### src/rtl/ahbl_bus_xn_pkg.sv
// Shared AHB-lite codes and the error-sequencer state type used by the
// ahbl_bus_xn decoder/multiplexer slice.
package ahbl_pkg;

    localparam logic [1:0] HTRANS_IDLE   = 2'b00;
    localparam logic [1:0] HTRANS_BUSY   = 2'b01;
    localparam logic [1:0] HTRANS_NONSEQ = 2'b10;
    localparam logic [1:0] HTRANS_SEQ    = 2'b11;

    localparam logic HRESP_OKAY  = 1'b0;
    localparam logic HRESP_ERROR = 1'b1;

    typedef enum logic [1:0] {
        ST_OK   = 2'd0,
        ST_ERR1 = 2'd1,
        ST_ERR2 = 2'd2
    } err_st_e;

    // Timeout counter width: wide enough for TMO_CYC, clamped to 8..16 bits.
    function automatic int tmo_cnt_w(input int tmo_cyc);
        int w;
        w = $clog2(tmo_cyc + 1);
        if (w < 8)  w = 8;
        if (w > 16) w = 16;
        return w;
    endfunction

endpackage

### src/rtl/ahbl_bus_xn_if.sv
// AHB-lite master-side bus plus the per-slave select/response bundle.
// The decoder uses the slave modport; the environment uses master.
interface ahbl_bus_xn_if #(
    parameter int N_SLV = 5
);
    logic [31:0]         HADDR;
    logic [1:0]          HTRANS;
    logic                HREADY;
    logic [31:0]         HRDATA;
    logic                HRESP;
    logic [N_SLV-1:0]    HSEL_S;
    logic [N_SLV-1:0]    HREADYOUT_S;
    logic [N_SLV*32-1:0] HRDATA_S;
    logic [N_SLV-1:0]    HRESP_S;

    modport slave (
        input  HADDR, HTRANS, HREADYOUT_S, HRDATA_S, HRESP_S,
        output HREADY, HRDATA, HRESP, HSEL_S
    );

    modport master (
        output HADDR, HTRANS, HREADYOUT_S, HRDATA_S, HRESP_S,
        input  HREADY, HRDATA, HRESP, HSEL_S
    );
endinterface

### src/rtl/ahbl_bus_xn_err_resp.sv
// Two-cycle AHB ERROR sequencer shared by the default-slave and timeout paths.
//   state   | meaning
//   ST_OK   | no error in progress, bus driven by the data-phase mux
//   ST_ERR1 | first ERROR cycle: HREADY=0, HRESP=ERROR
//   ST_ERR2 | second ERROR cycle: HREADY=1, HRESP=ERROR
module ahbl_err_resp
    import ahbl_pkg::*;
(
    input  logic    HCLK,
    input  logic    HRESET,
    input  logic    start,
    output err_st_e st,
    output logic    err_hready
);

    err_st_e st_nxt;

    always_ff @(posedge HCLK) begin
        if (HRESET) st <= ST_OK;
        else        st <= st_nxt;
    end

    always_comb begin
        st_nxt     = st;
        err_hready = 1'b1;
        case (st)
            ST_OK:   if (start) st_nxt = ST_ERR1;
            ST_ERR1: begin
                err_hready = 1'b0;
                st_nxt     = ST_ERR2;
            end
            // An unmapped access accepted in ERR2's ready cycle chains into a fresh error.
            ST_ERR2: st_nxt = start ? ST_ERR1 : ST_OK;
            default: st_nxt = ST_OK;
        endcase
    end

endmodule

### src/rtl/ahbl_bus_xn.sv
// AHB-lite address decoder and data-phase multiplexer with an internal
// default slave and a wait-state timeout that reports the stalled address.
module ahbl_bus_xn
    import ahbl_pkg::*;
#(
    parameter int N_SLV   = 5,
    parameter int DEC_MSB = 31,
    parameter int DEC_LSB = 24,
    parameter logic [N_SLV*(DEC_MSB-DEC_LSB+1)-1:0] SLV_REGION =
        {8'h40, 8'h20, 8'h10, 8'h01, 8'h00},
    parameter int TMO_CYC = 255
) (
    input  logic          HCLK,
    input  logic          HRESET,
    ahbl_bus_xn_if.slave  bus,
    output logic          tmo_irq,
    output logic [31:0]   tmo_addr,
    input  logic          tmo_clr
);

    localparam int RW = DEC_MSB - DEC_LSB + 1;
    localparam int CW = tmo_cnt_w(TMO_CYC);
    localparam logic [CW-1:0] TMO_LAST = CW'(TMO_CYC - 1);

    logic [RW-1:0]    region;
    logic [N_SLV-1:0] hsel;
    logic             hit_any;
    logic             dflt_hit;

    logic [N_SLV:0]   sel_q;
    logic             act_q;
    logic [31:0]      addr_q;

    logic             slv_sel;
    logic             slv_rdy;
    logic             slv_resp;
    logic [31:0]      slv_rdata;

    err_st_e          st;
    logic             err_hready;
    logic             err_start;

    logic [CW-1:0]    tmo_cnt;
    logic             stall;
    logic             tmo_fire;

    assign region = bus.HADDR[DEC_MSB:DEC_LSB];

    // Lowest-index region wins when codes overlap.
    always_comb begin
        hsel    = '0;
        hit_any = 1'b0;
        for (int i = 0; i < N_SLV; i++) begin
            if (!hit_any && region == SLV_REGION[i*RW +: RW]) begin
                hsel[i] = 1'b1;
                hit_any = 1'b1;
            end
        end
    end

    assign dflt_hit   = ~hit_any;
    assign bus.HSEL_S = hsel;

    always_ff @(posedge HCLK) begin
        if (HRESET) begin
            sel_q  <= '0;
            act_q  <= 1'b0;
            addr_q <= '0;
        end else if (bus.HREADY) begin
            sel_q  <= {dflt_hit, hsel};
            act_q  <= bus.HTRANS[1];
            addr_q <= bus.HADDR;
        end
    end

    always_comb begin
        slv_sel   = 1'b0;
        slv_rdy   = 1'b1;
        slv_resp  = HRESP_OKAY;
        slv_rdata = '0;
        for (int i = 0; i < N_SLV; i++) begin
            if (sel_q[i]) begin
                slv_sel   = 1'b1;
                slv_rdy   = bus.HREADYOUT_S[i];
                slv_resp  = bus.HRESP_S[i];
                slv_rdata = bus.HRDATA_S[i*32 +: 32];
            end
        end
    end

    // Outside ST_OK the sequencer owns the bus, so a stalled slave is ignored.
    always_comb begin
        if (st != ST_OK) begin
            bus.HREADY = err_hready;
            bus.HRESP  = HRESP_ERROR;
            bus.HRDATA = '0;
        end else if (slv_sel) begin
            bus.HREADY = slv_rdy;
            bus.HRESP  = slv_resp;
            bus.HRDATA = slv_rdata;
        end else begin
            bus.HREADY = 1'b1;
            bus.HRESP  = HRESP_OKAY;
            bus.HRDATA = '0;
        end
    end

    assign stall     = (st == ST_OK) && act_q && slv_sel && !slv_rdy;
    assign tmo_fire  = (TMO_CYC != 0) && stall && (tmo_cnt == TMO_LAST);
    // Default-slave errors launch as the address phase is accepted so the
    // data phase is exactly ERR1 then ERR2.
    assign err_start = tmo_fire || (bus.HREADY && dflt_hit && bus.HTRANS[1]);

    always_ff @(posedge HCLK) begin
        if (HRESET)          tmo_cnt <= '0;
        else if (bus.HREADY) tmo_cnt <= '0;
        else if (stall)      tmo_cnt <= tmo_cnt + 1'b1;
    end

    always_ff @(posedge HCLK) begin
        if (HRESET) begin
            tmo_irq  <= 1'b0;
            tmo_addr <= '0;
        end else if (tmo_fire) begin
            tmo_irq <= 1'b1;
            if (!tmo_irq) tmo_addr <= addr_q;
        end else if (tmo_clr) begin
            tmo_irq <= 1'b0;
        end
    end

    ahbl_err_resp u_err_resp (
        .HCLK       (HCLK),
        .HRESET     (HRESET),
        .start      (err_start),
        .st         (st),
        .err_hready (err_hready)
    );

endmodule

### src/flat_wrapper.sv
// flat-port wrapper written by rule: the top's interface ports become plain ports
module ahbl_bus_xn_flat import ahbl_pkg::*;
#(
    parameter int N_SLV   = 5,
    parameter int DEC_MSB = 31,
    parameter int DEC_LSB = 24,
    parameter logic [N_SLV*(DEC_MSB-DEC_LSB+1)-1:0] SLV_REGION =
        {8'h40, 8'h20, 8'h10, 8'h01, 8'h00},
    parameter int TMO_CYC = 255
)
  (HCLK, HRESET, tmo_irq, tmo_addr, tmo_clr, bus_HADDR, bus_HTRANS, bus_HREADYOUT_S, bus_HRDATA_S, bus_HRESP_S, bus_HREADY, bus_HRDATA, bus_HRESP, bus_HSEL_S);
  ahbl_bus_xn_if #(.N_SLV(N_SLV)) bus_i ();
  input  logic HCLK;
  input  logic HRESET;
  output logic tmo_irq;
  output logic [31:0] tmo_addr;
  input  logic tmo_clr;
  input wire logic [$bits(bus_i.HADDR)-1:0] bus_HADDR;
  input wire logic [$bits(bus_i.HTRANS)-1:0] bus_HTRANS;
  input wire logic [$bits(bus_i.HREADYOUT_S)-1:0] bus_HREADYOUT_S;
  input wire logic [$bits(bus_i.HRDATA_S)-1:0] bus_HRDATA_S;
  input wire logic [$bits(bus_i.HRESP_S)-1:0] bus_HRESP_S;
  output wire logic [$bits(bus_i.HREADY)-1:0] bus_HREADY;
  output wire logic [$bits(bus_i.HRDATA)-1:0] bus_HRDATA;
  output wire logic [$bits(bus_i.HRESP)-1:0] bus_HRESP;
  output wire logic [$bits(bus_i.HSEL_S)-1:0] bus_HSEL_S;
  assign bus_i.HADDR = bus_HADDR;
  assign bus_i.HTRANS = bus_HTRANS;
  assign bus_i.HREADYOUT_S = bus_HREADYOUT_S;
  assign bus_i.HRDATA_S = bus_HRDATA_S;
  assign bus_i.HRESP_S = bus_HRESP_S;
  assign bus_HREADY = bus_i.HREADY;
  assign bus_HRDATA = bus_i.HRDATA;
  assign bus_HRESP = bus_i.HRESP;
  assign bus_HSEL_S = bus_i.HSEL_S;
  ahbl_bus_xn #(.N_SLV(N_SLV), .DEC_MSB(DEC_MSB), .DEC_LSB(DEC_LSB), .SLV_REGION(SLV_REGION), .TMO_CYC(TMO_CYC)) u_core (.HCLK(HCLK), .HRESET(HRESET), .bus(bus_i), .tmo_irq(tmo_irq), .tmo_addr(tmo_addr), .tmo_clr(tmo_clr));
endmodule
### config.mk
export PLATFORM = sky130hd
export DESIGN_NAME = ahbl_bus_xn_flat
export DESIGN_NICKNAME = d
export VERILOG_FILES = /design/src/rtl/ahbl_bus_xn_pkg.sv /design/src/rtl/ahbl_bus_xn_if.sv /design/src/rtl/ahbl_bus_xn_err_resp.sv /design/src/rtl/ahbl_bus_xn.sv /design/src/flat_wrapper.sv
export SDC_FILE = /design/constraint.sdc
export NUM_CORES = 1
export LEC_CHECK = 0
export CORE_MARGIN = 10
export CORE_UTILIZATION = 42
export DETAILED_ROUTE_END_ITERATION = 12
export GPL_TIMING_DRIVEN = 0
export PLACE_DENSITY_LB_ADDON = 0.2
export SETUP_SLACK_MARGIN = 0.4
export SYNTH_ARGS = -nofsm -noshare
export SYNTH_HDL_FRONTEND = slang
export SYNTH_SLANG_ARGS = --single-unit
### constraint.sdc
create_clock -name HCLK -period 6.2 [get_ports HCLK]
set_input_delay 0.62 -clock HCLK [delete_from_list [all_inputs] [get_ports HCLK]]
set_output_delay 0.62 -clock HCLK [all_outputs]
set_load 0.02 [all_outputs]
### Yosys cells after proc, flatten, opt, wreduce, memory -nomap -nowiden

Index checks and enable logic that the tools add are counted.

* add/sub/neg operators: 1
* multipliers: 0
* divide/modulo/power cells: 0
* magnitude comparators: 0
* equality and inequality tests: 8
* shift-type cells: 0
* mux-type cells: 41
* bitwise operators: 2
* reduce and logical (&&, ||, !) cells: 22

Operators by type and width (count)
* $mux 32: 7
* $mux 1: 32
* $logic_and 1x1->1: 10
* $add 8x1->8 const B: 1
* $eq 8x1->1 const B: 1
* $eq 8x5->1 const B: 1
* $eq 8x6->1 const B: 1
* $eq 8x7->1 const B: 1
* $eq 8x8->1 const B: 1
* $logic_not 8->1: 1
* $pmux 2 s3: 1
* $logic_not 1->1: 5
* $reduce_bool 2->1: 2
* $eq 2x1->1 const B: 1
* $eq 2x2->1 const B: 1
* $logic_not 2->1: 1
* $mux 2: 1
* $ne 2x2->1 const B: 1
* $not 1->1: 2
* $reduce_and 2->1: 1
* $reduce_or 2->1: 1
* $logic_or 1x1->1: 1

* register bits: 81
* bits in latches: 0
* RAM bits: 0
* memory bits (read-only): 0
* bits of input ports: 207
* word-level logic and storage cells: 81
* memories kept: 0

### Depth between registers and ports, before layout

Gate-level depths: netlist (run 1).

* depth after elaboration: 20
* gate-level depth with buffers: 8

### Modules after synthesis

From an unflattened synthesis (run 1), not the netlist that was laid out.

* cell total of the unflattened synthesis: 646
* area total of the unflattened synthesis: 4885.9 um^2

Modules (own cells, without submodules)
* ahbl_bus_xn: instances 1, cells an instance 641, area an instance 4814.6 um^2
* ahbl_err_resp: instances 1, cells an instance 5, area an instance 71.3 um^2

### Least setup slack after synthesis (run 1)

No wires, ideal clock.

* path kind: input -> output
* from: in bus_HREADYOUT_S[0]
* to: out bus_HREADY
* arrival: 2240 ps
* required time: 5580 ps
* setup slack: 3340 ps
* stages on the path: 6
* path buffers: 2
* cell sequence: nor3b_1 o31ai_2 a21oi_1 buf_2 buf_2 o21ai_0

* word-level cells in the longest chain between the ends: 7

Ends and longest elaborated chain
* start: declaration: RTL line flat_wrapper.sv:20 `input wire logic [$bits(bus_i.HREADYOUT_S)-1:0] bus_HREADYOUT_S;`
* $mux 1 (5 in a row): RTL line ahbl_bus_xn.sv:82 `if (sel_q[i]) begin`
* $mux 1: RTL line ahbl_bus_xn.sv:97 `end else if (slv_sel) begin`
* $mux 1: RTL line ahbl_bus_xn.sv:93 `if (st != ST_OK) begin`
* end: declaration: RTL line flat_wrapper.sv:23 `output wire logic [$bits(bus_i.HREADY)-1:0] bus_HREADY;`

No other way between the ends.

### Worst setup path after layout (run 1)

* from: in bus_HREADYOUT_S[3]
* to: out bus_HREADY

* word-level cells in the longest chain between the ends: 4

Ends and longest elaborated chain (RTL line)
* $mux 1 (2 in a row): ahbl_bus_xn.sv:82
* $mux 1: ahbl_bus_xn.sv:97
* $mux 1: ahbl_bus_xn.sv:93

No other way between the ends.

==> flow_metrics.env, run 1 <==
export IMPL_outcome="finished, final reports clean"
export IMPL_num_nets_final=1136
export IMPL_cts_resized=0
export IMPL_fin_tns_setup_ps=0
export IMPL_die_h_um=128
export IMPL_holdPathStages=2
export IMPL_rsz0062_at_grt="false"
export IMPL_core_area_sq_mm=0.0114
export IMPL_r2r_worst_path_cells=8
export IMPL_ys_types=38
export IMPL_fillerInstances=958
export IMPL_maxSlewHeadroom_pct=38.7
export IMPL_drcViolationCount=0
export IMPL_track_usage_pct=27.2
export IMPL_rows=39
export IMPL_io_buffers=277
export IMPL_antenna_found_initial=2
export IMPL_worstPathArrival_ps=3410
export IMPL_ys_ff_latch=81
export IMPL_end_kind="primary output"
export IMPL_ys_warnings_count=0
export IMPL_post_cts_setup_buffers=0
export IMPL_syn2layout_area_growth_pct=66.9
export IMPL_fmax_mhz=248
export IMPL_maxCapViolations=0
export IMPL_grt_pass1_wl_um=36100
export IMPL_tightest_slew_ps=920
export IMPL_final_min_clock_period_ps=4030
export IMPL_io_pins=279
export IMPL_pre_cts_slack_ps=2240
export IMPL_crit_type="in2out"
export IMPL_gp_congestion=0.910
export IMPL_start_util_pct=43.0
export IMPL_cts_buffers_inserted=9
export IMPL_synthArstFlopShare_pct=0
export IMPL_fin_skew_ps=6.15
export IMPL_clock_latency_ps=340
export IMPL_ant_nets=0
export IMPL_grt_max_degree=15
export IMPL_grt_overflow=0
export IMPL_synth_edff_count=0
export IMPL_cp_required_ps=5580
export IMPL_mostFrequentLayoutCells="277 x clkdlybuf4s50_1, 81 x dfxtp_1, 71 x nand2_1"
export IMPL_drtIter0Drc=513
export IMPL_mostFrequentLayoutCell="clkdlybuf4s50_1"
export IMPL_dp_hpwl_um=19200
export IMPL_crit_fanout=10
export IMPL_postSynthCellCount=639
export IMPL_cts_max_path_buffers=2
export IMPL_fin_cells=1077
export IMPL_syn_num_nets=848
export IMPL_leakage_nw=2.65
export IMPL_avgRoutedWirePerCell_um=22.1
export IMPL_drive_above_1_share_pct=7.08
export IMPL_period_share_pct=64.9
export IMPL_final_hold_viol_count=0
export IMPL_utilization_pct=71.8
export IMPL_num_vias=6373
export IMPL_grt_pass1_vias=6275
export IMPL_clockRootBuffer="clkbuf_16"
export IMPL_hold_path_class="reg2reg"
export IMPL_dr_pass1_iters=5
export IMPL_cts_hold_buf=0
export IMPL_die_area_sq_mm=0.0164
export IMPL_routed_via_density=5.92
export IMPL_cts_tree="built"
export IMPL_cts_sinks=81
export IMPL_wirelength_um=23800
export IMPL_cts_htree_levels=3
export IMPL_multiInputGateArea_sq_mm=0.00297
export IMPL_synthFlopType="dfxtp_1"
export IMPL_synth_avg_cell_area_sq_um=7.69
export IMPL_place_inst=1059
export IMPL_die_x_um=128
export IMPL_setup_violations=0
export IMPL_power_density_mw_per_mm2=162
export IMPL_netlist_area_sq_mm=0.00491
export IMPL_ff_latch_area_sq_mm=0.00162
export IMPL_synth_seq_area_share_pct=33.0
export IMPL_worst_ir_drop_vdd_mv=0.176
export IMPL_finalMaxSlewViolations=0
export IMPL_fin_ws_ps=2170
export IMPL_clkTransAtPathRegs_ps=60
export IMPL_cp_start_kind="input port"
stage by stage:
step	total power, mW	cell area (sq um)	hold slack, ps
3_3_place_gp	0.752	7870	447
5_1_grt	1.37	8200	475
6_report	1.33	8200	457
2_1_floorplan	0.603	4910	437
3_5_place_dp	0.757	7870	448
4_1_cts	1.33	8190	461
state kept, by name, indices dropped and copies added, names as in the netlist:
| name | count |
|---|---|
| u_core.tmo_irq | 1 |
| u_core.sel_q | 5 |
| u_core.tmo_addr | 32 |
| u_core.u_err_resp.st | 2 |
| u_core.tmo_cnt | 8 |
| u_core.addr_q | 32 |
| u_core.act_q | 1 |
area by class of cell:
class | count | area share (%)
Sequential cell | 81 | 19.8
Clock inverter | 6 | 1.10
Buffer | 70 | 3.77
Timing Repair Buffer | 277 | 33.8
Antenna cell | 2 | 0.0610
Inverter | 4 | 0.183
Multi-Input combinational cell | 484 | 36.2
Tap cell | 143 | 2.18
Clock buffer | 10 | 2.91
worst paths after layout:
kind	from	end	slack [ps]
worst max-delay path	bus_HREADYOUT_S[3]	bus_HREADY	2170
worst max register to register	u_core.sel_q[1]	u_core.addr_q[28]	3730
worst min register to register	u_core.tmo_addr[16]	u_core.tmo_addr[16]	460
worst min-delay path	u_core.tmo_addr[16]	u_core.tmo_addr[16]	460
power by group:
part	total, mW	switching, mW	internal [mW]
Clock	0.583	0.218	0.365
Combinational	0.203	0.0686	0.135
Sequential	0.546	0.00964	0.536
Total	1.33	0.296	1.04
kinds of logic after synthesis:
| kind of cell | after synthesis | share of synthesized area (%) |
|---|---|---|
| buffers and inverters | 74 | 6.60 |
| AOI/OAI and AO/OA | 200 | 30.3 |
| and+or+nand+nor | 275 | 28.4 |
| adders and majority gates | 3 | 0.713 |
| xor gates and xnor gates | 6 | 1.07 |
| DFF | 81 | 33.0 |
worst max-delay path, stage by stage:
cell and delay, ps:
clkdlybuf4s50_1 480, inv_1 50, a21oi_1 730, a21oi_1 240, buf_2 250, buf_2 200, o21ai_0 180, clkdlybuf4s50_1 660
synth_stat cells, types with 2 or more instances:
| library cell | n | share of area [%] |
|---|---|---|
| dfxtp_1 | 81 | 33 |
| nand2_1 | 71 | 5.4 |
| nor2b_1 | 68 | 8.7 |
| nor3_1 | 67 | 6.8 |
| clkbuf_1 | 54 | 4.1 |
| a21oi_1 | 47 | 4.8 |
| nand3_1 | 39 | 4.0 |
| a211oi_1 | 38 | 5.8 |
| o211ai_1 | 38 | 5.8 |
| a221oi_1 | 33 | 5.9 |
| a21oi_2 | 30 | 5.3 |
| nor2_1 | 13 | 0.99 |
| buf_2 | 10 | 1.0 |
| nor3b_1 | 6 | 0.92 |
| xnor2_1 | 6 | 1.1 |
| buf_6 | 4 | 0.92 |
| inv_1 | 4 | 0.31 |
| nand4_1 | 4 | 0.51 |
| o21ai_0 | 3 | 0.31 |
| a211o_1 | 2 | 0.36 |
| and3_1 | 2 | 0.25 |
| ha_1 | 2 | 0.51 |
| o2111ai_1 | 2 | 0.36 |
routing by layer:
metal / vias up / wire length [um] / track usage (%)
li1: 2929 / - / -
met2: 399 / 12100 / 46.8
met3: 44 / 2160 / 5.87
met4: 0 / 505 / 9.34
met5: - / 0 / 0
met1: 3001 / 9050 / 32.6
No activity file was read; power rests on OpenSTA's default activity.
==> run 2: changes to the inputs <==
- CORE_UTILIZATION: 42 -> 35
- clock period: 6.2 -> 3.3 ns (I/O delays scaled with it)
==> flow_metrics.env, run 2 (synthesis results as in run 1) <==
export IMPL_crit_buf_inv=4
export IMPL_hold_path_class="reg2reg"
export IMPL_antenna_found_initial=0
export IMPL_critical_path_top_delay_family="buffers and inverters"
export IMPL_switchingPower_mw=0.587
export IMPL_cts_tree="built"
export IMPL_grt_pass1_vias=5839
export IMPL_start_util_pct=35.5
export IMPL_path_depth=8
export IMPL_finalMaxSlewViolations=0
export IMPL_maxSlewHeadroom_pct=50.4
export IMPL_cts_htree_levels=3
export IMPL_rsz0062_at_grt="true"
export IMPL_dpl_cell_area_sq_mm=0.00791
export IMPL_max_stage_delay_ps=550
export IMPL_grt_overflow=0
export IMPL_routed_via_density=5.37
export IMPL_slowest_stage="or4_4"
export IMPL_regToRegStartpoint="u_core.sel_q[1]"
export IMPL_cp_start_kind="flip-flop"
export IMPL_crit_type="reg2out"
export IMPL_r2r_worst_path_cells=8
export IMPL_fmax_mhz=327
export IMPL_end_kind="primary output"
export IMPL_cp_startpoint="u_core.sel_q[2]"
export IMPL_seqPwrFrac_pct=42.7
export IMPL_cts_sinks=81
export IMPL_power_frac_comb_pct=16.0
export IMPL_wirelength_um=23600
export IMPL_cts_hold_buf=0
export IMPL_holdPathStages=2
export IMPL_cts_max_path_buffers=2
export IMPL_mostFrequentLayoutCell="clkdlybuf4s50_1"
export IMPL_grt_max_degree=17
export IMPL_die_h_um=138
export IMPL_num_vias=5988
export IMPL_period_share_pct=92.7
export IMPL_maxCapViolations=0
export IMPL_crit_fanout=10
export IMPL_cp_required_ps=2970
export IMPL_avgRoutedWirePerCell_um=21.1
export IMPL_core_area_sq_mm=0.0138
export IMPL_io_buffers=277
export IMPL_die_x_um=138
export IMPL_fillerInstances=1289
export IMPL_final_min_clock_period_ps=3060
export IMPL_drcViolationCount=0
export IMPL_tightest_slew_ps=743
export IMPL_track_usage_pct=23.1
export IMPL_worstPathArrival_ps=2730
export IMPL_syn2layout_area_growth_pct=69.2
export IMPL_io_pins=279
export IMPL_cpMostUsedCell="buf_2"
export IMPL_final_hold_viol_count=0
export IMPL_utilization_pct=60.1
export IMPL_clock_latency_ps=340
export IMPL_critical_path_cell_chain="buf_2 -> or4_4 -> o21ai_4 -> a21oi_1 -> buf_2 -> buf_2 -> o21ai_0 -> clkdlybuf4s15_2"
export IMPL_setup_violations=0
export IMPL_gp_congestion=0.961
export IMPL_outcome="finished, final reports clean"
export IMPL_die_area_sq_mm=0.0192
export IMPL_n_antenna_cell=0
export IMPL_reg_largest_list="u_core.addr_q x32, u_core.tmo_addr x32, u_core.tmo_cnt x8"
export IMPL_p_int_mw=1.81
export IMPL_dr_pass1_iters=6
export IMPL_clockRootBuffer="clkbuf_16"
export IMPL_drive_above_1_share_pct=10.6
export IMPL_worst_ir_drop_vdd_mv=0.241
export IMPL_num_nets_final=1140
export IMPL_switching_share_pct=24.5
export IMPL_power_density_mw_per_mm2=288
export IMPL_rows=43
export IMPL_mostFrequentLayoutCells="247 x clkdlybuf4s50_1, 81 x dfxtp_1, 71 x nand2_1"
export IMPL_final_cell_area_sq_mm=0.00832
export IMPL_min_from="u_core.tmo_addr[31]"
export IMPL_dp_hpwl_um=18500
export IMPL_leakage_nw=2.90
export IMPL_cts_buffers_inserted=9
export IMPL_fin_skew_ps=10.5
export IMPL_ant_nets=0
export IMPL_drtIter0Drc=380
export IMPL_grt_pass1_wl_um=36200
export IMPL_clock_power_share_pct=41.2
export IMPL_clkTransAtPathRegs_ps=60
-- run 2: changes by cell type in the layout (fill, tap and decap cells not counted), moves of 2 or more --
cell	before	now
a211oi_2	0	3
dlygate4sd2_1	0	27
clkbuf_2	0	14
a211oi_1	38	35
clkbuf_1	54	34
clkbuf_4	0	6
buf_4	1	5
inv_6	1	4
clkdlybuf4s50_1	277	247
bufinv_16	2	0
dlymetal6s2s_1	0	2
diode_2	2	0
-- run 2: area by class of cell --
class	instances	area (sq um)	area share (%)
inverters	4	15.0	0.181
flip-flops and latches	81	1620	19.5
well taps	180	225	2.71
clock inverters	6	55.1	0.662
plain buffers	70	348	4.18
multi-input cells	484	3040	36.5
repair buffers	281	2780	33.4
clock buffers	10	239	2.87
-- run 2: layer usage --
layer / global-route usage [%] / vias to the layer above / wire (um)
li1: - / 2942 / -
met5: 0 / - / 0
met3: 6.10 / 22 / 1960
met1: 29.0 / 2782 / 9850
met4: 4.33 / 0 / 313
met2: 39.0 / 242 / 11500
-- run 2: worst reg2reg max path, cell delays in order (launching register included) --
cell      delay (ps)
dfxtp_1          320
clkbuf_4         190
nor3b_1          360
o31ai_4          130
buf_4            170
a211o_1          330
buf_4            200
a21o_1           280
a211oi_1         190
-- run 2: metrics by stage --
step,std cells,hold slack [ps],power (mW),setup WS [ps],setup TNS (ps)
floorplan,639,437,1.13,806,0
global placement,1096,447,1.42,-201,-201
detailed placement,1096,446,1.42,-192,-192
CTS,1113,459,2.40,257,0
global route,1116,475,2.48,127,0
finish,1116,458,2.39,241,0
-- run 2: power by group through the flow --
stage	sequential [mW]	clock, mW	combinational [mW]
6_report	1.02	0.987	0.384
2_1_floorplan	1.04	0	0.0929
5_1_grt	1.03	1.04	0.411
3_3_place_gp	1.04	0	0.372
4_1_cts	1.02	1.00	0.380
3_5_place_dp	1.04	0	0.374
-- run 2: path summary, 6_finish.rpt --
kind                         end  slack (ps)
min reg2reg  u_core.tmo_addr[31]         460
min          u_core.tmo_addr[31]         460
max reg2reg    u_core.tmo_cnt[1]        1040
max                   bus_HREADY         240
-- run 2: timing repair --
action	CTS	global route
pin swaps	1	2
endpoints found under the setup margin	33	25
setup buffers	1	3
resized for setup	58	17
